## src/rtl/viterbi_controller.sv

```systemverilog
// Frame sequencer for the 802.11a Viterbi decoder: pairs coded bits into ACS steps,
// triggers traceback, and guards the datapath handshakes with a watchdog.
module viterbi_controller #(
  parameter int MAX_STEPS = 192,
  parameter int TIMEOUT   = 64
) (
  input  logic       Clock,
  input  logic       Reset,
  input  logic       Start,
  input  logic [9:0] StepCount,
  input  logic       Abort,
  input  logic       InBit,
  input  logic       InValid,
  output logic       InReady,
  output logic       ClearMetrics,
  output logic       AcsStart,
  output logic [1:0] AcsPair,
  output logic [9:0] AcsIndex,
  input  logic       AcsDone,
  output logic       TbStart,
  input  logic       TbDone,
  output logic       Busy,
  output logic       Done,
  output logic       Error
);

  localparam int WDW = $clog2(TIMEOUT + 1);

  typedef enum logic [3:0] {
    IDLE, INIT, COLLECT0, COLLECT1, ACS_ISSUE, ACS_WAIT, TB_ISSUE, TB_WAIT, DONE
  } state_t;

  state_t         state, nxt;
  logic [9:0]     steps, idx;
  logic           first_bit;
  logic [WDW-1:0] wd_cnt;
  logic           wd_last, len_ok, err_nxt;

  assign wd_last = (wd_cnt == WDW'(TIMEOUT - 1));
  assign len_ok  = (StepCount != 10'd0) && (StepCount <= 10'(MAX_STEPS));

  always_comb begin
    nxt     = state;
    err_nxt = 1'b0;
    case (state)
      IDLE:      if (Start) begin
                   if (len_ok) nxt = INIT;
                   else        err_nxt = 1'b1;
                 end
      INIT:      nxt = COLLECT0;
      COLLECT0:  if (InValid && InReady) nxt = COLLECT1;
      COLLECT1:  if (InValid && InReady) nxt = ACS_ISSUE;
      ACS_ISSUE: nxt = ACS_WAIT;
      ACS_WAIT:  if (AcsDone) nxt = (idx == steps - 10'd1) ? TB_ISSUE : COLLECT0;
                 else if (wd_last) begin
                   nxt     = IDLE;
                   err_nxt = 1'b1;
                 end
      TB_ISSUE:  nxt = TB_WAIT;
      TB_WAIT:   if (TbDone) nxt = DONE;
                 else if (wd_last) begin
                   nxt     = IDLE;
                   err_nxt = 1'b1;
                 end
      DONE:      nxt = IDLE;
      default:   nxt = IDLE;
    endcase
    // Abort overrides everything, including a pending timeout or completion
    if (Abort && state != IDLE) begin
      nxt     = IDLE;
      err_nxt = 1'b0;
    end
  end

  // Outputs are registered from the next state so they line up with the state register
  always_ff @(posedge Clock) begin
    if (Reset) begin
      state        <= IDLE;
      steps        <= '0;
      idx          <= '0;
      first_bit    <= 1'b0;
      wd_cnt       <= '0;
      InReady      <= 1'b0;
      ClearMetrics <= 1'b0;
      AcsStart     <= 1'b0;
      AcsPair      <= '0;
      AcsIndex     <= '0;
      TbStart      <= 1'b0;
      Busy         <= 1'b0;
      Done         <= 1'b0;
      Error        <= 1'b0;
    end else begin
      state        <= nxt;
      Busy         <= (nxt != IDLE);
      InReady      <= (nxt == COLLECT0) || (nxt == COLLECT1);
      ClearMetrics <= (nxt == INIT);
      AcsStart     <= (nxt == ACS_ISSUE);
      TbStart      <= (nxt == TB_ISSUE);
      Done         <= (nxt == DONE);
      Error        <= err_nxt;

      if (state == IDLE && nxt == INIT) steps <= StepCount;
      if (state == INIT) idx <= '0;
      if (state == ACS_WAIT && nxt == COLLECT0) idx <= idx + 10'd1;
      if (state == COLLECT0 && nxt == COLLECT1) first_bit <= InBit;
      if (state == COLLECT1 && nxt == ACS_ISSUE) begin
        AcsPair  <= {first_bit, InBit};
        AcsIndex <= idx;
      end

      if (nxt != state && (nxt == ACS_WAIT || nxt == TB_WAIT))
        wd_cnt <= '0;
      else if ((state == ACS_WAIT && !AcsDone) || (state == TB_WAIT && !TbDone))
        wd_cnt <= wd_cnt + 1'b1;
    end
  end

endmodule

```

## config.mk

```make
export PLATFORM = sky130hd
export DESIGN_NAME = viterbi_controller
export DESIGN_NICKNAME = d
export VERILOG_FILES = /design/src/rtl/viterbi_controller.sv
export SDC_FILE = /design/constraint.sdc
export NUM_CORES = 1
export LEC_CHECK = 0
export ABC_CLOCK_PERIOD_IN_PS = 4000
export CAP_MARGIN = 20
export CORE_ASPECT_RATIO = 0.8
export CORE_MARGIN = 1.5
export CORE_UTILIZATION = 50
export CTS_CLUSTER_DIAMETER = 80
export CTS_CLUSTER_SIZE = 40
export DETAILED_ROUTE_END_ITERATION = 7
export PLACE_DENSITY = 0.72
export SLEW_MARGIN = 5
export SYNTH_ARGS = -nofsm -noshare
export SYNTH_HDL_FRONTEND = slang
export SYNTH_SLANG_ARGS = --single-unit
```

## constraint.sdc

```tcl
create_clock -name Clock -period 4 [get_ports Clock]
set_input_delay 1.2 -clock Clock [delete_from_list [all_inputs] [get_ports Clock]]
set_output_delay 1.2 -clock Clock [all_outputs]
set_load 0.02 [all_outputs]
```

==> results_dict.tcl <==
set metrics [dict create \
    multi_input_comb_area_mm2 0.00158 \
    swShare_pct 22.1 \
    die_height_um 69.2 \
    finalWeightedCongestion 0.948 \
    power_leakage_nw 1.22 \
    timing.critical_path.arrival_ps 3820 \
    synth.lib_cells_used.distinct 55 \
    layout-drive-gt1-share_pct 7.34 \
    synth-seq-cells 51 \
    routed-via-count 2535 \
    synth_area_leader_cell "dfxtp_1" \
    vias_per_cell 6.09 \
    rsz0062_at_grt "false" \
    rrSetupSlack_ps 1090 \
    num-nets-final 374 \
    finClkSkew_ps 8.26 \
    max_slew.worst_pin.slew_ps 829 \
    route.antenna.remaining_nets 0 \
    detail_route.first_pass.iterations 4 \
    max_slew_margin_pct 44.2 \
    period_share_pct 90.5 \
    asyncSetResetFlopFracSynth_pct 0 \
    clockRootBuffer "clkbuf_8" \
    ctsHoldBuffers 0 \
    port-buffer-count 36 \
    synth_enable_flop_cells 0 \
    maxCapViolCount 0 \
    post-synth-top-area-fraction_pct 37.3 \
    end_kind "flop" \
    powerDensity_mw_per_mm2 314 \
    start_util_pct 53.2 \
    grt.overflow.total 0 \
    number_of_global_route_vias_before_repair 2269 \
    route.detailed.drc 0 \
    detail_route.iter0.violations 147 \
    insertion_delay_ps 300 \
    setup_viol 0 \
    cts_buffers 5 \
    core_mm2 0.00515 \
    floorplan.die_area_mm2 0.00594 \
    p_clk_share_pct 41.3 \
    critical_path.reg2reg.endpoint "idx[2]$_SDFFE_PP0P_" \
    cts_setup_buffers 0 \
    synthToLayoutAreaGrowth_pct 19.5 \
    hold_slack_ps 467 \
    antenna_cells_inserted 0 \
    num-fill-cells 462 \
    worst-r2r-cell-count 6 \
    postCtsResizedCells 0 \
    achievable-frequency_ghz 0.276 \
    power_frac_comb_pct 8.3 \
    final-hold-violation-count 0 \
    routedWlPerCell_um 16.0 \
    cp-startpoint "StepCount[0]" \
    timing.critical_path.required_ps 4200 \
    clkTransAtPathRegs_ps 100 \
    ys_top_cells_by_area "dfxtp_1, nand2_1, nor2_1" \
    ys_top_cells_by_count "dfxtp_1, nand2_1, nor2_1, clkbuf_1, a21oi_1" \
    yosysWarnings 0 \
    die-width_um 85.8 \
    startpoint_type "input port" \
    route.final.wire_length_mm 6.65 \
    layout_min_cycle_time_ps 3620 \
    fp-row-count 23 \
    track_usage_pct 22.7 \
    netlist_instances 324 \
    synth.net_count 345 \
    timing.setup.tns_ps 0 \
    htree_levels 2 \
    grt_start_max_net_pins 47 \
    r2r-start "steps[2]$_SDFFE_PP0P_" \
    cts_tree "done" \
    critical_path.max_fanout 3 \
    outcome "finished, final reports clean" \
    critPathCapture "first_bit$_SDFFE_PP0P_" \
    post-synth-top-count-cell "dfxtp_1" \
    place_hpwl_mm 4.73 \
    postSynth.topFlopCell "dfxtp_1" \
    clock_sinks 51 \
    synth-seq-area-share_pct 37.3 \
    critical_path_class "in -> reg" \
    syn_avg_cell_area_um2 8.46 \
    register_area_mm2 0.00102 \
    peak_supply_drop_mv 0.185 \
    finalMaxSlewViolations 0 \
    global_route_wire_length_before_repair_mm 10.9 \
    total_standard_cell_area_after_synthesis_mm2 0.00274 \
    boundaryPins 37 \
    internal-power_mw 0.801 \
    cts_max_path_bufs 2 \
    net-switching-power_mw 0.227 \
    sequentialPowerShare_pct 50.4 \
    antenna_found_initial 0 \
    hold_path.class "reg -> reg" \
]
[layout by cell type, fill, tap and decap left out, types with 3 or more instances in the layout]
master | synthesis | layout
dfxtp_1 | 51 | 51
clkdlybuf4s50_1 | 0 | 35
nand2_1 | 34 | 34
nor2_1 | 27 | 27
a21oi_1 | 17 | 17
inv_1 | 13 | 13
nor3_1 | 11 | 11
xnor2_1 | 10 | 10
nand4_1 | 10 | 10
mux2i_1 | 10 | 10
and3_1 | 9 | 9
a211oi_1 | 9 | 9
nor4_1 | 7 | 7
xor2_1 | 6 | 6
o21ai_0 | 6 | 6
buf_4 | 0 | 6
o31ai_1 | 5 | 5
nand3_1 | 5 | 5
clkbuf_8 | 0 | 5
and2_1 | 4 | 4
or2_2 | 4 | 4
and3b_1 | 4 | 4
nand2b_1 | 4 | 4
o211ai_1 | 4 | 4
nor2b_1 | 3 | 3
or3_1 | 3 | 3
a2111oi_0 | 3 | 3
a21o_1 | 3 | 3
nor3b_1 | 3 | 3
nor4b_1 | 3 | 3
a211o_1 | 3 | 3
ha_1 | 3 | 3
[area by class of cell]
type	count	area share (%)
Clock buffer	5	2.10
Clock inverter	3	2.06
Inverter	13	1.49
Multi-Input combinational cell	239	48.4
Sequential cell	51	31.2
Tap cell	62	2.37
Timing Repair Buffer	43	12.4
[power groups by stage]
stage	Combinational (mW)	Clock, mW	Sequential, mW
2_1_floorplan	0.0495	0	0.529
3_3_place_gp	0.0830	0	0.530
3_5_place_dp	0.0836	0	0.530
4_1_cts	0.0846	0.432	0.518
5_1_grt	0.0924	0.452	0.519
6_report	0.0851	0.425	0.518
[sequential cells by signal, summed over array words and instances, names as in the netlist, 2 cells and up]
| signal | cells |
|---|---|
| AcsPair | 2 |
| steps | 10 |
| idx | 10 |
| AcsIndex | 10 |
| wd_cnt | 7 |
| state | 4 |
[per-layer routing]
layer	vias to the layer above	global-route usage [%]	part of all wire (%)
met5	-	0	0
met4	0	3.94	0.78
met3	6	4.40	6.5
met2	86	32.7	42
met1	1203	35.3	51
li1	1240	-	-
[critical path, stage by stage]
cell	delay, ps
clkdlybuf4s50_1	420
or4_1	550
o311a_1	320
a2111o_1	460
a2111oi_0	550
mux2i_1	270
nor2_1	50
[how the worst min path moves through the flow]
stage / start / end / slack, ps / cells past startpoint
2_1_floorplan: first_bit$_SDFFE_PP0P_ / AcsPair[1]$_SDFFE_PP0P_ / 430 / 2
3_3_place_gp: AcsIndex[6]$_SDFFE_PP0P_ / AcsIndex[6]$_SDFFE_PP0P_ / 440 / 2
3_5_place_dp: AcsIndex[4]$_SDFFE_PP0P_ / AcsIndex[4]$_SDFFE_PP0P_ / 450 / 2
4_1_cts: AcsIndex[7]$_SDFFE_PP0P_ / AcsIndex[7]$_SDFFE_PP0P_ / 470 / 2
5_1_grt: AcsIndex[4]$_SDFFE_PP0P_ / AcsIndex[4]$_SDFFE_PP0P_ / 490 / 2
6_report: AcsIndex[9]$_SDFFE_PP0P_ / AcsIndex[9]$_SDFFE_PP0P_ / 470 / 2
[per-stage QoR]
| stage | instances | setup WS, ps | total power [mW] | instance area (um^2) | util [%] |
|---|---|---|---|---|---|
| after global placement | 407 | 205 | 0.613 | 3130 | 60.8 |
| final | 416 | 378 | 1.03 | 3270 | 63.5 |
| after global routing | 416 | 212 | 1.06 | 3270 | 63.5 |
| after CTS | 415 | 411 | 1.03 | 3270 | 63.4 |
| after floorplan | 324 | 672 | 0.579 | 2740 | - |
| after detailed placement | 407 | 91.9 | 0.613 | 3130 | 60.8 |
[cell families after synthesis]
| family | after synthesis | share of synthesized area [%] |
|---|---|---|
| AND/OR/NAND/NOR | 137 | 26.3 |
| AO/OA/AOI/OAI | 73 | 21.4 |
| flip-flops | 51 | 37.3 |
| buffers and inverters | 34 | 4.93 |
| XOR/XNOR | 16 | 5.11 |
| multiplexers | 10 | 3.65 |
| adder cells (fa/ha/maj) | 3 | 1.37 |
No activity file was read; power rests on OpenSTA's default activity.
